--- src/rtl/gated_q_event_logger_if.sv ---
// Event-logger bus: edge source input, valid/ready event stream and overflow status.
// The slave modport is the logger; the master modport is the upstream stage plus trace reader.
interface gated_q_event_logger_if #(
  parameter int TS_W  = 16,
  parameter int DEPTH = 4,
  parameter int OVF_W = 8
);
  logic                     y_in;
  logic                     log_en;
  logic                     ev_valid;
  logic                     ev_ready;
  logic [TS_W:0]            ev_data;
  logic [$clog2(DEPTH):0]   ev_count;
  logic                     ovf_flag;
  logic [OVF_W-1:0]         ovf_cnt;
  logic                     clr_ovf;

  modport slave (
    input  y_in, log_en, ev_ready, clr_ovf,
    output ev_valid, ev_data, ev_count, ovf_flag, ovf_cnt
  );

  modport master (
    output y_in, log_en, ev_ready, clr_ovf,
    input  ev_valid, ev_data, ev_count, ovf_flag, ovf_cnt
  );
endinterface

--- src/rtl/gated_q_event_logger.sv ---
// Timestamps edges of the gated upstream output y into a show-ahead FIFO with overflow accounting.
// Optional macro LOG_FALL_EDGE_EN also logs falling edges (type bit = 1).
module gated_q_event_logger #(
  parameter int TS_W  = 16,
  parameter int DEPTH = 4,
  parameter int OVF_W = 8
) (
  input logic                   clk,
  input logic                   rst_n,
  gated_q_event_logger_if.slave bus
);
  localparam int AW = $clog2(DEPTH);
  localparam int PW = AW + 1;

  logic [TS_W-1:0]  r_ts;
  logic             r_y_prev;
  logic [PW-1:0]    r_wptr;
  logic [PW-1:0]    r_rptr;
  logic [TS_W:0]    r_mem [DEPTH];
  logic             r_ovf_flag;
  logic [OVF_W-1:0] r_ovf_cnt;

  logic          w_rise;
  logic          w_fall;
  logic          w_push_req;
  logic          w_empty;
  logic          w_full;
  logic          w_pop;
  logic          w_push;
  logic          w_drop;
  logic [TS_W:0] w_entry;

  assign w_rise = bus.y_in & ~r_y_prev;
`ifdef LOG_FALL_EDGE_EN
  assign w_fall = ~bus.y_in & r_y_prev;
`else
  assign w_fall = 1'b0;
`endif

  // The entry carries the timestamp of the cycle in which the new y level was sampled.
  assign w_entry    = {w_fall, r_ts};
  assign w_push_req = bus.log_en & (w_rise | w_fall);
  assign w_empty    = (r_wptr == r_rptr);
  assign w_full     = (r_wptr[AW] != r_rptr[AW]) && (r_wptr[AW-1:0] == r_rptr[AW-1:0]);
  assign w_pop      = ~w_empty & bus.ev_ready;
  // A pop in the same cycle frees the slot, so a full FIFO still accepts the push.
  assign w_push     = w_push_req & (~w_full | w_pop);
  assign w_drop     = w_push_req & w_full & ~w_pop;

  // NOTE: sequential state uses non-blocking assignments so every flop samples pre-edge values.
  always_ff @(posedge clk or negedge rst_n) begin
    if (!rst_n) begin
      r_ts       <= '0;
      r_y_prev   <= 1'b0;
      r_wptr     <= '0;
      r_rptr     <= '0;
      r_ovf_flag <= 1'b0;
      r_ovf_cnt  <= '0;
    end else begin
      r_ts     <= r_ts + TS_W'(1);
      r_y_prev <= bus.y_in;
      if (w_push) r_wptr <= r_wptr + PW'(1);
      if (w_pop)  r_rptr <= r_rptr + PW'(1);
      // Clear first, then a same-cycle drop counts as the first new one.
      if (bus.clr_ovf) begin
        r_ovf_flag <= w_drop;
        r_ovf_cnt  <= w_drop ? OVF_W'(1) : '0;
      end else if (w_drop) begin
        r_ovf_flag <= 1'b1;
        if (r_ovf_cnt != '1) r_ovf_cnt <= r_ovf_cnt + OVF_W'(1);
      end
    end
  end

  // NOTE: storage is not reset; the pointers alone define which entries are valid.
  always_ff @(posedge clk) begin
    if (w_push) r_mem[r_wptr[AW-1:0]] <= w_entry;
  end

  // NOTE: every output driven here gets a default first, so no latch can be inferred.
  always_comb begin
    bus.ev_data = '0;
    if (!w_empty) bus.ev_data = r_mem[r_rptr[AW-1:0]];
  end

  assign bus.ev_valid = ~w_empty;
  assign bus.ev_count = r_wptr - r_rptr;
  assign bus.ovf_flag = r_ovf_flag;
  assign bus.ovf_cnt  = r_ovf_cnt;
endmodule

--- src/flat_wrapper.sv ---
// flat-port wrapper written by rule: the top's interface ports become plain ports
module gated_q_event_logger_flat 
#(
  parameter int TS_W  = 16,
  parameter int DEPTH = 4,
  parameter int OVF_W = 8
)
  (clk, rst_n, bus_y_in, bus_log_en, bus_ev_ready, bus_clr_ovf, bus_ev_valid, bus_ev_data, bus_ev_count, bus_ovf_flag, bus_ovf_cnt);
  gated_q_event_logger_if #(.TS_W(TS_W), .DEPTH(DEPTH), .OVF_W(OVF_W)) bus_i ();
  input logic clk;
  input logic rst_n;
  input wire logic [$bits(bus_i.y_in)-1:0] bus_y_in;
  input wire logic [$bits(bus_i.log_en)-1:0] bus_log_en;
  input wire logic [$bits(bus_i.ev_ready)-1:0] bus_ev_ready;
  input wire logic [$bits(bus_i.clr_ovf)-1:0] bus_clr_ovf;
  output wire logic [$bits(bus_i.ev_valid)-1:0] bus_ev_valid;
  output wire logic [$bits(bus_i.ev_data)-1:0] bus_ev_data;
  output wire logic [$bits(bus_i.ev_count)-1:0] bus_ev_count;
  output wire logic [$bits(bus_i.ovf_flag)-1:0] bus_ovf_flag;
  output wire logic [$bits(bus_i.ovf_cnt)-1:0] bus_ovf_cnt;
  assign bus_i.y_in = bus_y_in;
  assign bus_i.log_en = bus_log_en;
  assign bus_i.ev_ready = bus_ev_ready;
  assign bus_i.clr_ovf = bus_clr_ovf;
  assign bus_ev_valid = bus_i.ev_valid;
  assign bus_ev_data = bus_i.ev_data;
  assign bus_ev_count = bus_i.ev_count;
  assign bus_ovf_flag = bus_i.ovf_flag;
  assign bus_ovf_cnt = bus_i.ovf_cnt;
  gated_q_event_logger #(.TS_W(TS_W), .DEPTH(DEPTH), .OVF_W(OVF_W)) u_core (.clk(clk), .rst_n(rst_n), .bus(bus_i));
endmodule
--- config.mk ---
export PLATFORM = sky130hd
export DESIGN_NAME = gated_q_event_logger_flat
export DESIGN_NICKNAME = d
export VERILOG_FILES = /design/src/rtl/gated_q_event_logger_if.sv /design/src/rtl/gated_q_event_logger.sv /design/src/flat_wrapper.sv
export SDC_FILE = /design/constraint.sdc
export NUM_CORES = 1
export LEC_CHECK = 0
export BUFFER_PORTS_ARGS = -buffer_cell sky130_fd_sc_hd__buf_2
export CORE_ASPECT_RATIO = 0.6
export CORE_MARGIN = 10
export CORE_UTILIZATION = 40
export DETAILED_ROUTE_END_ITERATION = 6
export SETUP_SLACK_MARGIN = 0.02
export SLEW_MARGIN = 20
export SYNTH_ARGS = -nofsm -noshare
export SYNTH_HDL_FRONTEND = slang
export SYNTH_SLANG_ARGS = --single-unit
--- constraint.sdc ---
create_clock -name clk -period 3.1 [get_ports clk]
set_input_delay 0.62 -clock clk [delete_from_list [all_inputs] [get_ports clk]]
set_output_delay 0.62 -clock clk [all_outputs]
set_load 0.1 [all_outputs]
## Yosys cells after proc, flatten, opt, wreduce, memory -nomap -nowiden

Memory sizes are Yosys's and may differ from the RTL's.
Index checks and enable logic that the tools add are counted.

- Flip-flop bits (word level): 32
- RAM bits: 64
- Input port bits: 6
- Output and inout bits: 30
- Word-level logic and storage cells: 40
- Memories kept: 1

- Add/sub/neg operators: 5
- Equal/unequal tests: 4
- Muxes and demuxes: 9
- Bitwise logic cells: 11
- Reduce and logical (&&, ||, !) cells: 4

Memories:

| memory | depth | width | read ports | clocked after memory_dff | write ports | RTL line | source |
|---|---|---|---|---|---|---|---|
| u_core.r_mem | 4 | 16 | 1 | 0 | 1 | gated_q_event_logger.sv:19 | `logic [TS_W:0] r_mem [DEPTH];` |

Operators with widths:

| cell | number |
|---|---|
| 8-bit 2-to-1 mux | 3 |
| 17-bit 2-to-1 mux | 1 |
| 16-bit by 1-bit adder with 16-bit output, second input constant | 1 |
| 8-bit by 1-bit adder with 8-bit output, second input constant | 1 |
| 8-bit inequality test, second input constant | 1 |
| 3-bit by 1-bit adder with 3-bit output, second input constant | 2 |
| 1-bit bitwise AND | 6 |
| 1-bit 2-to-1 mux | 5 |
| 1-bit NOT | 4 |
| 2-bit nonzero test | 2 |
| 3-bit == test | 1 |
| 3-bit subtractor | 1 |
| 2-bit == test | 1 |
| 2-bit AND reduction | 1 |
| 1-bit logical AND | 1 |
| 1-bit inequality test | 1 |
| 1-bit OR | 1 |

## Logic depth before layout (Yosys ltp)

- Word-level depth: 7
- Gate-level depth with buffers: 10
- Mapped depth without buffers: 6

## Least setup slack after synthesis

Ideal clock, no wire load.

- Path type: register to output
- Start: register u_core.r_rptr[1]
- End: output port bus_ev_data[10]
- Data arrival time: 3.466 ns
- Required time: 2.480 ns
- Setup slack: -0.986 ns
- Stages on the path, launching flop included: 8
- Path buffers: 3
- Cell sequence: dfrtp_1 -> clkbuf_1 -> buf_1 -> inv_1 -> ha_1 -> nand3_1 -> clkbuf_1 -> and2_1

- Cells in the longest elaborated chain, start to end: 2
- Elaborated cells between the ends (all ways): 3
- Those cells by class: eq/ne: 1; mux: 1; memory: 1

Ends and longest elaborated chain:

| element | RTL line | source |
|---|---|---|
| from (decl) | gated_q_event_logger.sv:18 | `logic [PW-1:0] r_rptr;` |
| from (signal assigned) | gated_q_event_logger.sv:63 | `if (w_pop) r_rptr <= r_rptr + PW'(1);` |
| memory 4 x 16 bit / 3-bit == test (equally long branches) | n/a |  |
| 17-bit 2-to-1 mux (*) | gated_q_event_logger.sv:83 | `if (!w_empty) bus.ev_data = r_mem[r_rptr[AW-1:0]];` |
| to (decl) | flat_wrapper.sv:17 | `output wire logic [$bits(bus_i.ev_data)-1:0] bus_ev_data;` |

Every way passes the cells marked *; elsewhere a longest branch is shown, timed or not.

## Worst setup path in the final report

- Start: register u_core.r_wptr[0]
- End: output port bus_ev_data[15]

- Cells in the longest elaborated chain, start to end: 2

Ends and longest elaborated chain:

| element | RTL line | source |
|---|---|---|
| from (decl) | gated_q_event_logger.sv:17 | `logic [PW-1:0] r_wptr;` |
| from (signal assigned) | gated_q_event_logger.sv:62 | `if (w_push) r_wptr <= r_wptr + PW'(1);` |
| 3-bit == test | gated_q_event_logger.sv:43 | `assign w_empty = (r_wptr == r_rptr);` |
| 17-bit 2-to-1 mux | gated_q_event_logger.sv:83 |  |

No other way between the ends.

==> results.ini <==
[die]
ioPinCount = 36
core_area_um2 = 9770
fp.dieH_um = 97.2
die_x_um = 149
num_rows = 28
initial_utilization = 0.407
die_area_um2 = 14500

[sta]
whs_ns = 0.351
final-max-slew-violation-count = 0
finalSetupTns_ns = 0
finalSetupViolCount = 0
fin_crit_sh = 0.819
fin_skew_ns = 0.00611
max_freq_mhz = 394
hold_violations = 0
slew_headroom = 0.498
worst_slew_pin_slew_ns = 0.754
rsz0062_at_grt = no
period_needed_ns = 2.54

[critical_path]
reg2reg_depth = 6
cp-start-kind = flop
crit_start = u_core.r_wptr[0]
reg2reg_from = u_core.r_wptr[0]
crit_type = flop to output pin
cp_max_fo = 19
crit_arrival_ns = 1.92
timing.rr.end = u_core.bus.ovf_cnt[5]
crit_required_ns = 2.48
ff2ff_setup_slack_ns = 0.64
critical_path.endpoint = bus_ev_data[15]
end_kind = output pin

[cts]
clk_pin_slew_worst_paths_ns = 0.07
post_cts_buffers = 0
cts_resized = 0
cts-root-buf = clkbuf_16
cts_tree = done
cts_num_sinks = 96
cts_made_buffers = 9
cts_hold_buf = 0
cts_htree_levels = 3
clk_latency_ns = 0.34
cts_buffer_depth = 2

[grt]
antenna_found_initial = 0
first_global_vias = 2191
grt.total_usage = 0.109
use_met1 = 0.149
gr-total-overflow = 0
grt_pass1_wl_um = 12200
grt.busiest_layer = met2
grt_max_degree = 33
grtUsageMet2 = 0.157
use_met3 = 0.0391

[detailed_routing]
wire_per_inst_um = 17.5
dr.first_iter.drc_count = 133
ant_nets = 0
routed_wl_um = 7550
viasPerCell = 5.06
drt_drc_violations_left = 0
first_pass_iters = 4
num_vias = 2188

[synth]
ys_seq_area_frac = 0.685
syn_inst = 247
yosys_warnings = 0
synth_area_leaders = edfxtp_1, dfrtp_1, mux4_2
avgSynthCellArea_um2 = 16.1
synth_mux_area_frac = 0.0935
synth-xor-area-share = 0.0441
synth_top_area_share = 0.484
yosys.area_share.simple = 0.0844
syn_nets = 263
synth_compound_area_frac = 0.0381
synthesis.area_um2 = 3970
ys_ff_latch = 96
yosysTopAreaCell = edfxtp_1
synth_top_family_by_area = multiplexers
synth.distinct_cells = 33
synth_fa_ha_area_frac = 0.0334

[cells_and_area]
area_growth_pct = 26.3
utilization = 0.514
layout-drive-gt1-share = 0.286
layout.nets = 308
insertedDiodeCount = 0
instances_no_fill = 432

[placed_design]
io_buffers = 34
dpl.cell_count = 416
place_hpwl_um = 4940
place.gp.congestion = 0.796

[flow_run]
cap_violations = 0

[outcome]
status = finished clean

[worst_hold_path]
hold_class = input pin to asynchronous set/reset pin

## worst min path at each step
stage | startpoint | endpoint | cells past startpoint
2_1_floorplan | rst_n | u_core.bus.ovf_cnt[0] | 0
3_3_place_gp | u_core.r_rptr[2] | u_core.r_rptr[2] | 1
3_5_place_dp | u_core.r_rptr[2] | u_core.r_rptr[2] | 1
4_1_cts | rst_n | u_core.bus.ovf_cnt[7] | 1
5_1_grt | rst_n | u_core.bus.ovf_cnt[7] | 1
6_report | rst_n | u_core.r_y_prev | 1
## registers in the layout, indices dropped and copies added, names as in the netlist
| name | count |
|---|---|
| u_core.r_ts | 16 |
| u_core.r_rptr | 3 |
| u_core.bus.ovf_flag | 1 |
| u_core.r_mem | 64 |
| u_core.r_y_prev | 1 |
| u_core.r_wptr | 3 |
| u_core.bus.ovf_cnt | 8 |
## cells in the mapped netlist
cell type,n
nand3_1,12
mux4_2,16
o211ai_1,3
conb_1,1
dfrtp_1,32
or3_1,2
nor2b_1,1
fa_1,1
nor2_1,5
nand2_1,11
clkbuf_1,4
o21bai_1,1
buf_2,2
o311ai_0,3
buf_4,1
buf_1,1
mux2_2,1
ha_1,9
xor2_1,6
nand4_1,4
inv_1,12
nand3b_1,1
edfxtp_1,64
and3_1,1
or4_1,3
a21oi_1,3
and2_1,20
nor3_1,2
xnor2_1,14
o311a_1,1
o31ai_1,2
o41ai_1,4
o21ai_0,4
## placed cells by master, fill, tap and decap left out, types with 2 or more instances in the layout
| cell | n |
|---|---|
| a21oi_1 | 3 |
| and2_1 | 11 |
| and2_4 | 9 |
| buf_12 | 19 |
| buf_2 | 15 |
| buf_4 | 8 |
| bufinv_16 | 4 |
| clkbuf_16 | 9 |
| dfrtp_1 | 32 |
| edfxtp_1 | 64 |
| ha_1 | 9 |
| inv_1 | 12 |
| mux4_2 | 16 |
| nand2_1 | 11 |
| nand3_1 | 12 |
| nand4_1 | 4 |
| nor2_1 | 5 |
| nor3_1 | 2 |
| o211ai_1 | 3 |
| o21ai_0 | 4 |
| o311ai_0 | 3 |
| o31ai_1 | 2 |
| o41ai_1 | 4 |
| or3_1 | 2 |
| or4_1 | 3 |
| xnor2_1 | 13 |
| xor2_1 | 6 |
## cell families (layout without fill, tap and decap cells)
kind of cell	after synthesis	after routing
AND/OR/NAND/NOR	62	62
AO/OA/AOI/OAI	21	21
multiplexers	17	17
adder cells (fa/ha/maj)	10	10
buffers and inverters	20	70
flip-flops	96	96
other	1	1
XOR/XNOR	20	20
## cell type report
class / count / area (um2)
Fill cell: 800 / 4750
Inverter: 12 / 45.0
Tap cell: 135 / 169
Timing Repair Buffer: 42 / 515
Multi-Input combinational cell: 131 / 1200
Sequential cell: 96 / 2720
Clock buffer: 9 / 225
Clock inverter: 7 / 143
## metal layers
metal,routed length (um),up-vias
met3,425,10
met4,90,0
li1,-,1019
met2,3420,46
met5,0,-
met1,3610,1113
## worst max-delay path, stage by stage (launching register included)
cell and delay [ns]:
dfrtp_1 0.40, inv_1 0.15, ha_1 0.28, nand3_1 0.08
buf_4 0.26, and2_1 0.22, buf_12 0.18
## metrics by stage
stage	cell area, um2	setup slack, ns
6_report	5020	0.561
5_1_grt	5020	0.410
4_1_cts	5020	0.533
3_5_place_dp	4650	0.639
3_3_place_gp	4650	0.744
2_1_floorplan	4010	0.0684
Power is not shown: default switching activity piles up to over one toggle a cycle in this logic, so the estimate is an artifact.
